[src/rtl/instr_fetch.sv]
// WISC-S15 fetch front end: PC, one-outstanding imem req/rdy, 2-entry instruction FIFO to decode.
// instr_valid rises the cycle after imem_rdy; requests stop while the FIFO would be full or after HALT.
module instr_fetch #(
  parameter int                 ADDR_W   = 16,
  parameter logic [ADDR_W-1:0]  RESET_PC = '0
) (
  input  logic              clk,
  input  logic              rst,
  output logic              imem_req,
  output logic [ADDR_W-1:0] imem_addr,
  input  logic              imem_rdy,
  input  logic [15:0]       imem_rdata,
  output logic              instr_valid,
  output logic [15:0]       instr,
  output logic [ADDR_W-1:0] instr_pc,
  input  logic              instr_ready,
  input  logic              redirect,
  input  logic [ADDR_W-1:0] redirect_pc,
  output logic              halted
);

  localparam logic [15:0] HALT_WORD = 16'hFFFF;

  typedef enum logic [1:0] {S_FETCH, S_WAIT, S_FLUSH, S_STOP} state_t;

  typedef struct packed {
    logic [15:0]       word;
    logic [ADDR_W-1:0] pc;
  } entry_t;

  state_t            state_q, state_d;
  logic [ADDR_W-1:0] fetch_pc_q, fetch_pc_d;
  logic              req_q, req_d;
  logic [ADDR_W-1:0] addr_q, addr_d;
  logic [1:0]        cnt_q, cnt_d;
  entry_t            slot0_q, slot0_d;
  entry_t            slot1_q, slot1_d;
  logic              halted_q, halted_d;

  logic              pop, resp, redir, push, live, room, stale_pending;
  logic [ADDR_W-1:0] addr_inc;
  entry_t            new_e;

  always_comb begin
    pop           = (cnt_q != 2'd0) && instr_ready;
    resp          = req_q && imem_rdy;
    redir         = redirect && !halted_q;
    stale_pending = req_q && !imem_rdy;
    live          = (state_q == S_FETCH) || (state_q == S_WAIT);
    push          = resp && live && !redir;
    addr_inc      = addr_q + {{(ADDR_W-1){1'b0}}, 1'b1};
    new_e.word    = imem_rdata;
    new_e.pc      = addr_q;
  end

  // State register
  always_ff @(posedge clk or posedge rst) begin
    if (rst) begin
      state_q <= S_FETCH;
    end else begin
      state_q <= state_d;
    end
  end

  // Next state
  always_comb begin
    state_d = state_q;
    if (redir) begin
      state_d = stale_pending ? S_FLUSH : S_FETCH;
    end else begin
      case (state_q)
        S_FETCH, S_WAIT: begin
          if (resp)       state_d = (imem_rdata == HALT_WORD) ? S_STOP : S_FETCH;
          else if (req_q) state_d = S_WAIT;
        end
        S_FLUSH: if (resp) state_d = S_FETCH;
        S_STOP:  state_d = S_STOP;
        default: state_d = S_FETCH;
      endcase
    end
  end

  // FIFO: slot0 is always the head, so the outputs come straight from flops
  always_comb begin
    slot0_d = slot0_q;
    slot1_d = slot1_q;
    cnt_d   = cnt_q;
    if (redir) begin
      cnt_d = 2'd0;
    end else begin
      case ({push, pop})
        2'b10: begin
          if (cnt_q == 2'd0) slot0_d = new_e;
          else               slot1_d = new_e;
          cnt_d = cnt_q + 2'd1;
        end
        2'b01: begin
          slot0_d = slot1_q;
          cnt_d   = cnt_q - 2'd1;
        end
        2'b11: begin
          if (cnt_q == 2'd1) begin
            slot0_d = new_e;
          end else begin
            slot0_d = slot1_q;
            slot1_d = new_e;
          end
        end
        default: ;
      endcase
    end
  end

  assign room = (cnt_d != 2'd2);

  // Request issue; the address only moves once the previous request was answered
  always_comb begin
    fetch_pc_d = fetch_pc_q;
    req_d      = req_q;
    addr_d     = addr_q;
    halted_d   = halted_q || (pop && (slot0_q.word == HALT_WORD));
    if (redir) begin
      fetch_pc_d = redirect_pc;
      if (!stale_pending) begin
        req_d  = 1'b1;
        addr_d = redirect_pc;
      end
    end else begin
      case (state_q)
        S_FETCH, S_WAIT: begin
          if (resp) begin
            fetch_pc_d = addr_inc;
            req_d      = (imem_rdata != HALT_WORD) && room;
            addr_d     = addr_inc;
          end else if (!req_q) begin
            req_d  = room;
            addr_d = fetch_pc_q;
          end
        end
        S_FLUSH: begin
          if (resp) begin
            req_d  = room;
            addr_d = fetch_pc_q;
          end
        end
        S_STOP:  req_d = 1'b0;
        default: req_d = 1'b0;
      endcase
    end
  end

  always_ff @(posedge clk or posedge rst) begin
    if (rst) begin
      fetch_pc_q <= RESET_PC;
      req_q      <= 1'b0;
      addr_q     <= RESET_PC;
      cnt_q      <= 2'd0;
      slot0_q    <= '0;
      slot1_q    <= '0;
      halted_q   <= 1'b0;
    end else begin
      fetch_pc_q <= fetch_pc_d;
      req_q      <= req_d;
      addr_q     <= addr_d;
      cnt_q      <= cnt_d;
      slot0_q    <= slot0_d;
      slot1_q    <= slot1_d;
      halted_q   <= halted_d;
    end
  end

  // Outputs
  always_comb begin
    imem_req    = req_q;
    imem_addr   = addr_q;
    instr_valid = (cnt_q != 2'd0);
    instr       = slot0_q.word;
    instr_pc    = slot0_q.pc;
    halted      = halted_q;
  end

endmodule

[config.mk]
export PLATFORM = sky130hd
export DESIGN_NAME = instr_fetch
export DESIGN_NICKNAME = d
export VERILOG_FILES = /design/src/rtl/instr_fetch.sv
export SDC_FILE = /design/constraint.sdc
export NUM_CORES = 1
export LEC_CHECK = 0
export BUFFER_PORTS_ARGS = -buffer_cell sky130_fd_sc_hd__buf_2
export CAP_MARGIN = 10
export CORE_MARGIN = 1
export CORE_UTILIZATION = 60
export CTS_CLUSTER_DIAMETER = 100
export DETAILED_ROUTE_END_ITERATION = 10
export PLACE_DENSITY = 0.89
export RECOVER_POWER = 25
export SETUP_SLACK_MARGIN = 0.02
export SKIP_CTS_REPAIR_TIMING = 1
export SYNTH_ARGS = -nofsm -noshare
export SYNTH_HDL_FRONTEND = slang
export SYNTH_SLANG_ARGS = --single-unit
[constraint.sdc]
create_clock -name clk -period 5.8 [get_ports clk]
set_input_delay 0.87 -clock clk [delete_from_list [all_inputs] [get_ports clk]]
set_output_delay 0.87 -clock clk [all_outputs]
set_load 0.05 [all_outputs]
==> results of run 1 <==
[synth_stat cells (11+ instances only)]
cell / n / share of area, %
mux2_2: 32 / 7.2
nor2_1: 60 / 4.5
nand4_1: 12 / 1.5
o21ai_0: 22 / 2.2
clkbuf_1: 26 / 2.0
a21oi_1: 47 / 4.7
a31oi_1: 11 / 1.4
dfrtp_1: 102 / 51
nand3_1: 22 / 2.2
nand2_1: 45 / 3.4
o211ai_1: 12 / 1.8
a22oi_1: 32 / 4.8
[cells by family after synthesis]
group	share of synthesized area, %
adders and majority gates	1.759
buffers and inverters	3.569
DFF	51.27
and+or+nand+nor	15.36
AOI/OAI and AO/OA	18.12
muxes	7.640
xor gates and xnor gates	2.287
[registers in the layout (all words and copies together) (netlist names)]
register    flops
slot1_q        32
fetch_pc_q     16
imem_addr      16
instr          16
instr_pc       16
cnt_q           2
state_q         2
halted          1
imem_req        1
[power groups by stage]
stage / sequential (mW) / clock [mW] / combinational [mW]
global placement: 1.08 / 0 / 0.837
floorplan: 1.38 / 0 / 0.349
detailed placement: 1.10 / 0 / 0.858
global route: 1.12 / 0.460 / 0.912
finish: 1.09 / 0.430 / 0.852
CTS: 1.08 / 0.436 / 0.864
[worst max-delay path, delay by kind of cell]
kind,cells,cell delay [ns]
AOI/OAI and AO/OA,2,0.47
adders and majority gates,1,0.24
buffers and inverters,2,0.47
and+or+nand+nor,4,1.71
[cell usage in the layout (no fill, tap or decap), types with 2 or more instances in the layout]
master / synthesis / routed
dfrtp_1: 102 / 102
buf_2: 6 / 67
nor2_1: 60 / 59
a21oi_1: 47 / 47
nand2_1: 45 / 45
a22oi_1: 32 / 32
mux2_2: 32 / 32
o21ai_0: 22 / 22
nand3_1: 22 / 22
clkbuf_1: 26 / 20
nand4_1: 12 / 12
o211ai_1: 12 / 12
a31oi_1: 11 / 11
clkbuf_8: 0 / 11
inv_1: 9 / 8
xor2_1: 8 / 8
ha_1: 7 / 7
buf_4: 0 / 6
xnor2_1: 5 / 5
nor3_1: 4 / 4
nor2b_1: 4 / 3
nand2b_1: 3 / 3
mux2i_1: 2 / 2
or4_1: 2 / 2
and4_1: 2 / 2
and3_1: 2 / 2
a311o_1: 2 / 2
a21boi_0: 2 / 2
[stage by stage]
stage,cells,setup WS (ns)
floorplan,505,2.255
global placement,664,2.344
detailed placement,664,2.233
CTS,680,2.552
global route,681,2.158
finish,681,2.321
[final cells by class]
| class | count | area (sq um) | area share [%] |
|---|---|---|---|
| Clock buffer | 11 | 151.4 | 2.679 |
| Clock inverter | 5 | 41.29 | 0.7307 |
| Inverter | 9 | 35.03 | 0.6200 |
| Multi-Input combinational cell | 358 | 2272 | 40.21 |
| Sequential cell | 102 | 2552 | 45.17 |
| Tap cell | 102 | 127.6 | 2.259 |
| Timing Repair Buffer | 94 | 470.5 | 8.326 |
[per-layer routing]
metal	GRT usage [%]	wire length [um]	vias to the layer above
met5	0	0	-
met4	9.487	212	0
met3	6.098	766	20
met2	46.20	5889	199
met1	39.17	5147	2098
li1	-	-	1961
[worst paths after layout]
check | startpoint | endpoint | slack, ns | cells after the start
worst min-delay path | slot1_q[9] | slot1_q[9] | 0.52 | 1
min in group asynchronous | rst | imem_addr[15] | 0.81 | 2
worst max register to register | imem_req | instr[0] | 2.37 | 9
worst max-delay path | imem_rdy | instr[0] | 2.32 | 9
worst min register to register | slot1_q[9] | slot1_q[9] | 0.52 | 1
max in group asynchronous | rst | instr[5] | 3.52 | 3
==> results.toml, run 1 <==
[route]
drtIter0Drc = 380
routed_wl_mm = 12.02
ant_nets = 0
drc = 0
first_pass_iters = 5
vias_per_cell = 6.282
vias = 4278
wire_per_inst_um = 17.64

[sta]
grt_setup_unrepaired = "no"
tns_ns = 0
period_minus_slack_ns = 3.479
slew_headroom_pct = 5.219
period_share_pct = 59.98
tightest_slew_ns = 1.414
whs_ns = 0.5150
hold_viol = 0
fmax_mhz = 287.5
finClkSkew_ns = 0.01036
final-setup-viol-count = 0
drv_slew = 0

[clocking]
clk_pin_slew_worst_paths_ns = 0.10
cts_made_buffers = 9
clock_latency_ns = 0.36
clkSinkCount = 102
cts_max_level = 3
cts_tree = "yes"
cts_buffer_depth = 2
root_buffer = "clkbuf_8"

[worst_setup_path]
worstPathCellList = "clkbuf_1 -> and2_0 -> nand2_1 -> inv_1 -> ha_1 -> nand2_1 -> nand2_1 -> a22oi_1 -> a21oi_1"
crit_path_start_kind = "input port"
cp.required_ns = 6.08
crit_slowest_cell = "nand2_1"
path_max_fanout = 32
crit_path_end_kind = "flip-flop"
max_stage_delay_ns = 0.84
crit_type = "input port to flip-flop"
arrival_ns = 3.76
cpMostUsedCell = "nand2_1"

[placed_design]
place_hpwl_mm = 8.151
io_buffers = 87
placed_cell_area_sq_um = 5469
gp_congestion = 0.8533

[floorplan]
rows = 32
pin_count = 88
chipHeight_um = 93.09
start_util_pct = 63.12
die-area_sq_um = 8666
core_area_sq_um = 7888
die_w_um = 93.09

[synthesis]
avgSynthCellArea_sq_um = 9.858
synth_seq_cells = 102
synth_cell_types = 48
ys_seq_area_share_pct = 51.27
yosysWarningCount = 0
syn_nets = 549
synth_flop_cell = "dfrtp_1"
syn_inst = 505
async_reset_ff_share_pct = 100.0
synthesis.area_sq_um = 4979
synth-edff-count = 0

[global_route]
grt_max_degree = 73
grt_use_total_pct = 28.78
grt_pass1_vias = 4140
grt_first_pass_wirelength_mm = 19.50
grt.overflow.total = 0
antenna_found_initial = 0

[cells_and_area]
final_util_pct = 71.64
final_cell_area_sq_um = 5650
nFillCells = 582
antenna_cells = 0
post_route_cells_drive_above_1_share_pct = 22.63
layout.nets = 618
syn_to_final_growth_pct = 13.50

[run_status]
outcome = "finished clean"

[hold_path]
hold_class = "flip-flop to flip-flop"

[power_and_ir_drop]
p_comb_share_pct = 35.9
switching_share_pct = 43.17
p_per_area_nw_per_um2 = 419.8
power_frac_seq_pct = 46.0
p_total_mw = 2.372
clkPwrFrac_pct = 18.1
switching_power_mw = 1.024
p_leak_nw = 2.480
irDropWorstVdd_mv = 0.2679
intPower_mw = 1.348

[flow_run]
cap_violations = 0
Power figures use the tool's default switching activity.
==> run 2: changes to the inputs <==
--- a/config.mk
+++ b/config.mk
@@ -8,10 +8,10 @@
 export BUFFER_PORTS_ARGS = -buffer_cell sky130_fd_sc_hd__buf_2
 export CAP_MARGIN = 10
 export CORE_MARGIN = 1
-export CORE_UTILIZATION = 60
+export CORE_UTILIZATION = 56
 export CTS_CLUSTER_DIAMETER = 100
 export DETAILED_ROUTE_END_ITERATION = 10
-export PLACE_DENSITY = 0.89
+export PLACE_DENSITY = 0.84
 export RECOVER_POWER = 25
 export SETUP_SLACK_MARGIN = 0.02
 export SKIP_CTS_REPAIR_TIMING = 1
==> constraint.sdc (replaced) <==
create_clock -name clk -period 3.4 [get_ports clk]
set_input_delay 0.51 -clock clk [delete_from_list [all_inputs] [get_ports clk]]
set_output_delay 0.51 -clock clk [all_outputs]
set_load 0.05 [all_outputs]
==> run 2 against run 1 <==
The flow now finishes with violations (max-capacitance violations, max-slew violations). Setup slack worse by 1.9 ns. Flip-flop and latch count unchanged. Combinational power grew 74%. Clock power grew 93%. Power grew 75%. Sequential share of layout area decreased by 0.61 points. Utilization is 5.6 points lower. Clock skew increased by 0.012 ns. Die area is 7.0% higher. Highest routed layer unchanged.
==> results.toml, run 2 (synthesized netlist as in run 1, its figures left out) <==
[run_status]
outcome = "finished, violations left"
violations = "max-capacitance violations, max-slew violations"

[floorplan]
rows = 34
die_w_um = 96.29
die-area_sq_um = 9271
chipHeight_um = 96.29
start_util_pct = 57.37
core_area_sq_um = 8678
pin_count = 88

[flow_run]
cap_violations = 1

[worst_setup_path]
crit_type = "flip-flop to flip-flop"
cp.required_ns = 3.66
arrival_ns = 3.25
crit_slowest_cell = "o2111ai_2"
crit_family = "compound AO/OA/AOI/OAI gates"
max_stage_delay_ns = 0.80
crit_path_end_kind = "flip-flop"
worstPathCellList = "inv_1 -> ha_1 -> nor2b_1 -> inv_1 -> ha_1 -> o2111ai_2 -> buf_12 -> mux2_2"
crit_path_start_kind = "flip-flop"
path_buf_inv = 3
path_max_fanout = 17

[global_route]
grt_max_degree = 65
grt_use_total_pct = 27.43
grt_pass1_vias = 3862
grt_first_pass_wirelength_mm = 19.18
antenna_found_initial = 0
grt.overflow.total = 0

[clocking]
cts_made_buffers = 9
clkSinkCount = 102
cts_tree = "yes"
clock_latency_ns = 0.38
root_buffer = "clkbuf_8"
cts_max_level = 3
clk_pin_slew_worst_paths_ns = 0.10
cts_buffer_depth = 2

[route]
drc = 0
ant_nets = 0
wire_per_inst_um = 17.75
drtIter0Drc = 364
routed_wl_mm = 12.25
vias_per_cell = 6.203
first_pass_iters = 5
vias = 4280

[sta]
drv_slew = 60
slew_headroom_pct = -45.06
period_minus_slack_ns = 2.989
finClkSkew_ns = 0.02204
grt_setup_unrepaired = "no"
layout_setup_ws_ns = 0.4107
hold_viol = 0
period_share_pct = 87.92
tns_ns = 0
final-setup-viol-count = 0
tightest_slew_ns = 2.174
fmax_mhz = 334.5

[hold_path]
hold_class = "input port to flip-flop"

[placed_design]
dp_slack_ns = 0.4587
place_hpwl_mm = 8.369
gp_congestion = 0.8608
io_buffers = 87
placed_cell_area_sq_um = 5519

[cells_and_area]
final_util_pct = 66.00
nFillCells = 677
largest_register_ffs = 32
antenna_cells = 0
final_cell_area_sq_um = 5728
layout_commonest_cell = "dfrtp_1"
syn_to_final_growth_pct = 15.05
top_register = "slot1_q"
mostFrequentLayoutCells = "dfrtp_1 (102), buf_2 (87), nor2_1 (59), a21oi_1 (47), nand2_1 (45)"
post_route_cells_drive_above_1_share_pct = 26.29
layout.nets = 621

[power_and_ir_drop]
p_per_area_nw_per_um2 = 726.2
irDropWorstVdd_mv = 0.3133
p_leak_nw = 2.562
[run 2: through the flow]
stage | hold WS (ns) | total power, mW | instances
2_1_floorplan | 0.4799 | 2.953 | 505
5_1_grt | 0.3756 | 4.360 | 690
6_report | 0.3701 | 4.160 | 690
3_3_place_gp | 0.4880 | 3.288 | 674
4_1_cts | 0.2829 | 4.157 | 690
3_5_place_dp | 0.4936 | 3.344 | 674
[run 2: worst reg2reg max path: stages (launching register included)]
cell and delay [ns]:
dfrtp_1 0.40, inv_1 0.09, ha_1 0.23, nor2b_1 0.32
inv_1 0.15, ha_1 0.29, o2111ai_2 0.80, buf_12 0.25
mux2_2 0.35
[run 2: final cells by class]
cell class	instances	area, sq um	share of cell area, %
Inverter	9	33.78	0.5898
Multi-Input combinational cell	358	2272	39.67
Sequential cell	102	2552	44.56
Timing Repair Buffer	97	520.5	9.087
Clock buffer	10	137.6	2.403
Clock inverter	6	76.32	1.332
Tap cell	108	135.1	2.359
[run 2: power by group]
part           total, mW  internal, mW  switching (mW)
Clock              0.829         0.374           0.455
Sequential          1.85          1.56           0.295
Combinational       1.48         0.453            1.03
[run 2: final timing paths]
kind | slack, ns | startpoint | cells after the start | to
min | 0.37 | redirect_pc[9] | 3 | fetch_pc_q[9]
max in group asynchronous | 1.05 | rst | 3 | instr[2]
max | 0.41 | cnt_q[0] | 8 | slot1_q[8]
min in group asynchronous | 0.85 | rst | 2 | state_q[0]
max reg2reg | 0.41 | cnt_q[0] | 8 | slot1_q[8]
min reg2reg | 0.52 | slot1_q[2] | 1 | slot1_q[2]
[run 2: layer usage]
layer  global-route usage, %  wire length (um)  part of all wire [%]  up-vias
met4                   10.45               246                   2.0        0
met1                   40.59              5383                    44     2088
li1                        -                 -                     -     1970
met3                   3.633               857                   7.0       24
met2                   41.08              5759                    47      198
met5                       0                 0                     0        -
==> run 3: changes to the inputs <==
--- a/config.mk
+++ b/config.mk
@@ -9,12 +9,12 @@
 export CAP_MARGIN = 10
 export CORE_MARGIN = 1
 export CORE_UTILIZATION = 56
-export CTS_CLUSTER_DIAMETER = 100
 export DETAILED_ROUTE_END_ITERATION = 10
 export PLACE_DENSITY = 0.84
 export RECOVER_POWER = 25
 export SETUP_SLACK_MARGIN = 0.02
 export SKIP_CTS_REPAIR_TIMING = 1
+export SKIP_LAST_GASP = 1
 export SYNTH_ARGS = -nofsm -noshare
 export SYNTH_HDL_FRONTEND = slang
 export SYNTH_SLANG_ARGS = --single-unit
==> constraint.sdc (replaced) <==
create_clock -name clk -period 3.24 [get_ports clk]
set_input_delay 0.486 -clock clk [delete_from_list [all_inputs] [get_ports clk]]
set_output_delay 0.486 -clock clk [all_outputs]
set_load 0.05 [all_outputs]
==> run 3 against run 2 <==
The run still ends with max-capacitance violations, max-slew violations left. Sequential share of layout area decreased by 0.19 points. Critical path depth is 1 higher. Via count decreased by 1.6%. Power is 6.0% higher. Critical path type unchanged. Critical endpoint is now slot1_q[1].
==> results.toml, run 3 (synthesized netlist as in run 1, its figures left out) <==
[global_route]
grt_first_pass_wirelength_mm = 19.77
grt.overflow.total = 0
grt_pass1_vias = 4046
antenna_found_initial = 0
grt_max_degree = 65
grt_use_total_pct = 28.30

[cells_and_area]
top_register = "slot1_q"
instances_no_fill = 691
syn_to_final_growth_pct = 15.56
final_util_pct = 66.29
layout_commonest_cell = "dfrtp_1"
largest_register_ffs = 32
post_route_cells_drive_above_1_share_pct = 26.59
antenna_cells = 0
layout.nets = 622
mostFrequentLayoutCells = "dfrtp_1 (102), buf_2 (87), nor2_1 (59), a21oi_1 (47), nand2_1 (45)"

[sta]
tns_ns = 0
finClkSkew_ns = 0.01227
slew_headroom_pct = -45.39
final-setup-viol-count = 0
drv_slew = 51
grt_setup_unrepaired = "no"
hold_viol = 0
fmax_mhz = 362.9
period_minus_slack_ns = 2.756
period_share_pct = 85.05
tightest_slew_ns = 2.169

[worst_setup_path]
crit_family = "simple AND/OR/NAND/NOR gates"
path_buf_inv = 2
r2r-start = "imem_req"
timing.rr.end = "slot1_q[1]"
arrival_ns = 3.01
reg2reg_slack_ns = 0.48
crit_type = "flip-flop to flip-flop"
crit_path_start_kind = "flip-flop"
cpMostUsedCell = "nand2_1"
crit_path_end_kind = "flip-flop"
worstPathCellList = "nor2b_1 -> and2_1 -> nand2_1 -> inv_1 -> ha_1 -> nand2_1 -> o2111ai_2 -> buf_4 -> mux2_2"
path_max_fanout = 32
max_stage_delay_ns = 0.48
crit_slowest_cell = "dfrtp_1"
cp.required_ns = 3.49
r2r_cells = 9

[route]
vias = 4213
drtIter0Drc = 340
wire_per_inst_um = 17.36
first_pass_iters = 7
vias_per_cell = 6.097
drc = 0
ant_nets = 0
routed_wl_mm = 11.99

[power_and_ir_drop]
clkPwrFrac_pct = 20.9
irDropWorstVdd_mv = 0.3347
switching_share_pct = 41.66
p_leak_nw = 2.564
p_comb_share_pct = 35.1
p_per_area_nw_per_um2 = 766.7
switching_power_mw = 1.838
power_frac_seq_pct = 44.0
intPower_mw = 2.573

[clocking]
cts_buffer_depth = 2
clock_latency_ns = 0.37
cts_max_level = 3
cts_made_buffers = 9
clk_pin_slew_worst_paths_ns = 0.10
cts_tree = "yes"
clkSinkCount = 102
root_buffer = "clkbuf_8"

[floorplan]
die-area_sq_um = 9271
die_w_um = 96.29
pin_count = 88
core_area_sq_um = 8678
chipHeight_um = 96.29
rows = 34
start_util_pct = 57.37

[hold_path]
whs_endpoint = "fetch_pc_q[6]"
hp-start = "redirect_pc[6]"
hold_class = "input port to flip-flop"
min_path_cells = 3

[placed_design]
gp_congestion = 0.9022
dp.cells = 675
io_buffers = 87
place_hpwl_mm = 8.361

[run_status]
outcome = "finished, violations left"
violations = "max-capacitance violations, max-slew violations"

[flow_run]
cap_violations = 1
==> run 3: cell count changes in the layout (fill, tap and decap cells not counted), sizes merged <==
cell | previous run | this run
clkinvlp | 0 | 2
inv | 12 | 10
bufinv | 1 | 2
buf | 96 | 97
clkinv | 2 | 1
==> run 3: metal layers <==
metal / wire, um / part of all wire [%] / global-route usage (%) / up-vias
met2: 5842 / 49 / 45.33 / 172
met1: 5101 / 43 / 38.88 / 2044
met3: 770 / 6.4 / 4.423 / 24
li1: - / - / - / 1973
met4: 280 / 2.3 / 10.57 / 0
met5: 0 / 0 / 0 / -
==> run 3: metrics by stage <==
step | total power [mW] | worst slack [ns] | instance area, sq um | hold WS (ns)
floorplan | 3.098 | 0.07852 | 4979 | 0.4799
global placement | 3.449 | 0.7186 | 5527 | 0.4877
detailed placement | 3.507 | 0.5704 | 5527 | 0.4937
CTS | 4.423 | 0.5161 | 5757 | 0.2001
global route | 4.643 | 0.2655 | 5753 | 0.3554
finish | 4.411 | 0.4843 | 5753 | 0.3459
==> run 3: worst min-delay path: stages <==
cell     delay [ns]
buf_2          0.09
nand2_1        0.04
o21ai_0        0.06
==> run 3: worst max-delay path by stage <==
stage	startpoint	end	slack, ns	cells after the start
2_1_floorplan	rst	cnt_q[0]	0.08	1
3_3_place_gp	imem_req	slot1_q[9]	0.72	9
3_5_place_dp	imem_req	slot1_q[15]	0.57	9
4_1_cts	imem_req	slot1_q[1]	0.52	9
5_1_grt	imem_req	slot1_q[18]	0.27	9
6_report	imem_req	slot1_q[1]	0.48	9
==> run 3: layout make-up <==
class | instances | area [sq um]
Clock buffer | 10 | 137.6
Clock inverter | 6 | 92.59
Fill cell | 672 | 2925
Inverter | 9 | 35.03
Multi-Input combinational cell | 358 | 2272
Sequential cell | 102 | 2552
Tap cell | 108 | 135.1
Timing Repair Buffer | 98 | 528.0
==> run 3: power groups by stage <==
| stage | Sequential [mW] | Clock [mW] | Combinational [mW] |
|---|---|---|---|
| floorplan | 2.47 | 0 | 0.624 |
| global placement | 1.94 | 0 | 1.51 |
| detailed placement | 1.96 | 0 | 1.55 |
| CTS | 1.94 | 0.932 | 1.55 |
| global route | 1.99 | 0.975 | 1.68 |
| finish | 1.94 | 0.921 | 1.55 |
